## config.mk

```make
export PLATFORM = sky130hd
export DESIGN_NAME = scan_addr_gen
export DESIGN_NICKNAME = d
export VERILOG_FILES = /design/src/rtl/scan_addr_gen.sv
export SDC_FILE = /design/constraint.sdc
export NUM_CORES = 1
export LEC_CHECK = 0
export BUFFER_PORTS_ARGS = -buffer_cell sky130_fd_sc_hd__buf_4
export CAP_MARGIN = 20
export CORE_MARGIN = 1
export CORE_UTILIZATION = 58
export CTS_CLUSTER_SIZE = 28
export DETAILED_ROUTE_END_ITERATION = 8
export GPL_ROUTABILITY_DRIVEN = 0
export HOLD_SLACK_MARGIN = 0.02
export PLACE_DENSITY = 0.83
export SYNTH_ARGS = -nofsm -noshare
export SYNTH_HDL_FRONTEND = slang
export SYNTH_SLANG_ARGS = --single-unit
```

## constraint.sdc

```tcl
create_clock -name clk -period 4.3 [get_ports clk]
set_input_delay 0.215 -clock clk [delete_from_list [all_inputs] [get_ports clk]]
set_output_delay 0.215 -clock clk [all_outputs]
set_load 0.05 [all_outputs]
```

## src/rtl/scan_addr_gen.sv

```systemverilog
// Address walker for the scan: base + index with wrap, last-issue flag,
// and a one-deep delayed valid/address pipe matching the memory read latency.
module scan_addr_gen #(
  parameter int ADDR_W = 16
) (
  input  logic              clk,
  input  logic              reset,
  input  logic              load,
  input  logic              issue,
  input  logic [ADDR_W-1:0] base_addr,
  input  logic [ADDR_W:0]   num_words,
  output logic [ADDR_W-1:0] addr,
  output logic              last,
  output logic              cap_valid,
  output logic [ADDR_W-1:0] cap_addr
);

  localparam logic [ADDR_W:0]   CNT_ONE = (ADDR_W+1)'(1);
  localparam logic [ADDR_W-1:0] STEP    = ADDR_W'(1);

  logic [ADDR_W-1:0] base_q;
  logic [ADDR_W-1:0] idx_q;
  logic [ADDR_W-1:0] addr_q;
  logic [ADDR_W:0]   cnt_q;
  logic              cap_valid_q;
  logic [ADDR_W-1:0] cap_addr_q;
  logic [ADDR_W-1:0] idx_nxt;

  assign idx_nxt = idx_q + STEP;
  assign last    = ({1'b0, idx_q} == cnt_q - CNT_ONE);

  always_ff @(posedge clk or negedge reset) begin
    if (!reset) begin
      base_q      <= '0;
      idx_q       <= '0;
      addr_q      <= '0;
      cnt_q       <= '0;
      cap_valid_q <= 1'b0;
      cap_addr_q  <= '0;
    end else begin
      // data for the address issued now returns next cycle
      cap_valid_q <= issue;
      cap_addr_q  <= addr_q;
      if (load) begin
        base_q <= base_addr;
        cnt_q  <= num_words;
        idx_q  <= '0;
        addr_q <= base_addr;
      end else if (issue && !last) begin
        idx_q  <= idx_nxt;
        addr_q <= base_q + idx_nxt;
      end
    end
  end

  assign addr      = addr_q;
  assign cap_valid = cap_valid_q;
  assign cap_addr  = cap_addr_q;

endmodule

```

# Yosys cells after proc, flatten, opt, wreduce, memory -nomap -nowiden
# Cells that the tools add are included.
[classes]
n_addsub = 3
n_eq_ne = 1
mux = 4
n_reduce_logical = 3
[ops]
columns = ["op", "n"]
rows = [
  ["$mux W16", 4],
  ["$eq A16 B17 Y1", 1],
  ["$sub A17 B1 Y17 const B", 1],
  ["$add A16 B1 Y16 const B", 1],
  ["$add A16 B16 Y16", 1],
  ["$reduce_bool A2 Y1", 1],
  ["$logic_and A1 B1 Y1", 1],
  ["$logic_not A1 Y1", 1],
]
[word_totals]
regBits = 82
inputBits = 37
wordCells = 17

# Longest topological paths before layout
[depth]
depth_word = 6
depth_mapped = 15

# Least setup slack after synthesis
# No wires, ideal clock.
[synth_path]
kind = "register -> register"
startpoint = "register cnt_q[2]"
endpoint = "register idx_q[10]"
t_arrival_ns = 4.157
setup_slack_ns = 0.064
path_stages_with_launch = 10
cell_sequence = "dfrtp_1 buf_6 or4_4 or3_1 a21o_1 a211o_1 nor4_4 nor4b_1 o41ai_1 a21oi_1"
[synth_via]
elab_chain_len = 5
[synth_rtl]
columns = ["element", "line_no", "text"]
rows = [
  ["from (decl)", "24", "logic [ADDR_W:0] cnt_q;"],
  ["from (signal assigned)", "46", "cnt_q <= num_words;"],
  ["$sub A17 B1 Y17", "30", "assign last = ({1'b0, idx_q} == cnt_q - CNT_ONE);"],
  ["$eq A16 B17 Y1", "30", ""],
  ["net last", "13", "output logic last,"],
  ["$logic_not A1 Y1", "49", "end else if (issue && !last) begin"],
  ["$logic_and A1 B1 Y1", "49", ""],
  ["$reduce_bool A2 Y1 (no source line)", "--", ""],
  ["to (signal assigned)", "50", "idx_q <= idx_nxt;"],
  ["to (decl)", "22", "logic [ADDR_W-1:0] idx_q;"],
]
# The timed path passes the listed nets, and every way through them passes these cells.
# A chain may end at the register's enable or synchronous reset.

# Worst setup path after layout
[layout_path]
startpoint = "register cnt_q[2]"
endpoint = "output last"
[layout_via]
elab_chain_len = 2
[layout_rtl]
columns = ["element", "line_no"]
rows = [
  ["$sub A17 B1 Y17", "30"],
  ["$eq A16 B17 Y1", "30"],
  ["to (decl)", "13"],
]
# Every way passes these cells.

==> impl_results.md <==
- Status: complete, no violations
- CTS Buf Count: 9
- Worst Path Class, Setup: reg2out
- Synth-to-Final Area Change: 16.5%
- Initial antenna violation count: 0
- WHS: 0.0594 ns
- Post-Place Worst Slack: 0.621 ns
- Final Util: 70.8%
- Layout cells sized above 1: 23.2%
- WHS Endpoint: cnt_q[1]
- Initial Util: 60.8%
- Nets: 593
- Clock Tree Buf Depth: 2
- Die ar.: 8590 µm²
- Commonest cells after routing, fill and taps aside: dfrtp_1 (82), buf_4 (71), o21ai_0 (33), nand2_1 (32), nor2_1 (30)
- CTS HTree Levels: 3
- Root buffer cell: clkbuf_8
- Routing usage on met2: 42.8%
- Sink Count: 82
- Cells resized by post-CTS repair: 0
- Total core area: 7850 µm²
- Slew Limit Fails: 0
- Antenna diodes: 0
- Fillers: 606
- F_max: 0.254 GHz
- Startpoint types: flop
- I/O Buffers: 70
- DP HPWL: 7150 µm
- Initial DRC count: 172
- Final hold viol count: 0
- DRC viols: 0
- Max Cap Violations: 0
- Sequential-to-total area share from yosys stat: 43.0%
- Worst Path Required: 4.09 ns
- Worst Path Arrival: 3.72 ns
- CP Capture Type: primary output
- Hold crit path type: in2reg
- Mapped cell area: 4770 µm²
- Via Count: 3773
- Buffer count from post-CTS setup fixing: 0
- Crit-path max FO: 9
- Die Y: 92.7 µm
- Post-synth ARST share: 100%
- Multi-input gate area: 2510 µm²
- Overflow after GRT: 0
- Most common cell after layout, fill and taps aside: dfrtp_1
- Max_slew headroom: 42.0%
- Synthesized instance count: 478
- FF-to-FF path depth: 14
- Number of enable flip-flop cells after synthesis: 0
- Met1 Usage GRT: 33.8%
- DR WL/cell: 16.1 µm
- Peak supply drop: 0.210 mV
- # IOs: 71
- Worst setup margin: 0.363 ns
- RR Endpoint: addr[15]
- Vias per Instance: 5.85
- # setup viols final: 0
- Top_reg_cell synth: dfrtp_1
- Worst r2r src: idx_q[0]
- Initial DRT Pass Iterations: 5
- GR Layer Usage met3: 3.61%
- Yosys warnings: 0
- Largest net degree at the start of global routing: 88
- Fin crit period: 3.94 ns
- Hold Crit Start: num_words[1]
- Pwr Density: 348 nW/µm²
- Vias in the first global route: 3735
- Finished Layout Cells: 645
- First-pass GRT wire length: 17400 µm
- Max Clock Skew: 0.00718 ns
- Synth Register Bits: 82
- Clock transition at path regs: 0.08 ns
- Distinct cells, synth: 58
- GR peak layer: met2
- Antenna violation net count after detailed routing: 0
- Worst-Margin Slew: 0.870 ns
- Mean Syn Cell Area: 9.98 µm²
- Die width: 92.7 µm
- Reg2reg setup slack: 0.52 ns
- CTS tree: yes
- Hold Crit Depth: 3
- Post-Place Cells: 626
- Static leakage: 0.00257 µW
- Clk_lat worst skew: 0.36 ns
- RSZ-0062 raised after global routing: false
- Register area: 2050 µm²
- GRT Resource Usage Total: 25.8%
- Row cnt: 32
- Routed WL: 10400 µm
- Setup TNS: 0 ns
- Syn_nets: 533
- Fin crit share: 91.6%
-- stage by stage --
stage / power, µW / instance area [µm²]
global route: 2020 / 5560
detailed placement: 1380 / 5310
CTS: 1940 / 5520
global placement: 1360 / 5310
finish: 1930 / 5560
floorplan: 1230 / 4770
-- critical path, stage by stage, from the launching register on --
cell	delay, ns
dfrtp_1	0.48
or4_4	0.55
or3_1	0.37
a21o_1	0.19
a211o_1	0.29
nor4_4	0.56
nor4b_1	0.60
buf_4	0.32
-- registers in the layout, summed over array words and instances, names as in the netlist --
signal and count:
cnt_q 17, addr 16, base_q 16, cap_addr 16, idx_q 16, cap_valid 1
-- timing repair --
item / 4_1_cts / 5_1_grt
hold buffers: 1 / 1
setup endpoints to repair: 0 / 0
hold endpoints to repair: 1 / 35
-- metal layers --
layer | vias to the layer above | part of all wire, %
met4 | 0 | 2.1
li1 | 1812 | -
met2 | 102 | 50
met3 | 20 | 3.3
met1 | 1839 | 45
met5 | - | 0
-- synth_stat cells, types with 2 or more instances --
library cell	instances	area [µm²]
a211oi_1	10	75.1
a21o_1	6	45.0
a21oi_1	21	105
a21oi_2	2	17.5
a31o_2	5	43.8
a31oi_1	4	25.0
and2_1	3	18.8
and3_1	3	18.8
buf_1	2	7.51
buf_6	2	22.5
clkbuf_1	19	71.3
dfrtp_1	82	2050
ha_1	17	213
inv_1	23	86.3
mux2_1	3	33.8
mux2_2	23	259
mux2i_1	15	150
nand2_1	32	120
nand2b_1	7	43.8
nand3_1	12	60.1
nand3b_1	2	15.0
nand4_1	8	50.1
nand4b_1	4	35.0
nor2_1	30	113
nor2b_1	4	25.0
nor3_1	11	55.1
nor3b_1	2	15.0
nor4_1	5	31.3
nor4b_1	2	17.5
o21ai_0	33	165
o21bai_1	2	15.0
o311ai_0	2	17.5
or2_2	4	25.0
or3_1	3	18.8
xnor2_1	29	254
xor2_1	24	210
-- how the worst max path moves through the flow --
stage / startpoint / end / slack, ns
floorplan: cnt_q[2] / idx_q[10] / 0.06
global placement: idx_q[0] / addr[15] / 0.75
detailed placement: idx_q[0] / addr[15] / 0.62
CTS: cnt_q[2] / last / 0.44
global route: idx_q[0] / addr[15] / 0.22
finish: cnt_q[2] / last / 0.36
-- cell families after synthesis --
logic type	after synthesis	synth area share, %
AO/OA/AOI/OAI	96	13.0
XOR/XNOR	53	9.73
adder cells (fa/ha/maj)	18	4.88
buffers and inverters	48	4.41
flip-flops	82	43.0
multiplexers	41	9.29
AND/OR/NAND/NOR	140	15.7
-- cell type report --
type | count | share of cell area (%)
Clock buffer | 10 | 2.30
Clock inverter | 6 | 1.22
Inverter | 23 | 1.55
Multi-Input combinational cell | 348 | 45.2
Sequential cell | 82 | 36.9
Tap cell | 102 | 2.30
Timing Repair Buffer | 74 | 10.5
-- power by group --
group	leakage (µW)	total, µW	switching, µW	internal, µW
combinational	0.00146	473	295	179
sequential	0.00101	900	60.9	839
clock	0.0000925	559	290	269
total	0.00257	1930	645	1290
(Power assumes the default switching activity.)
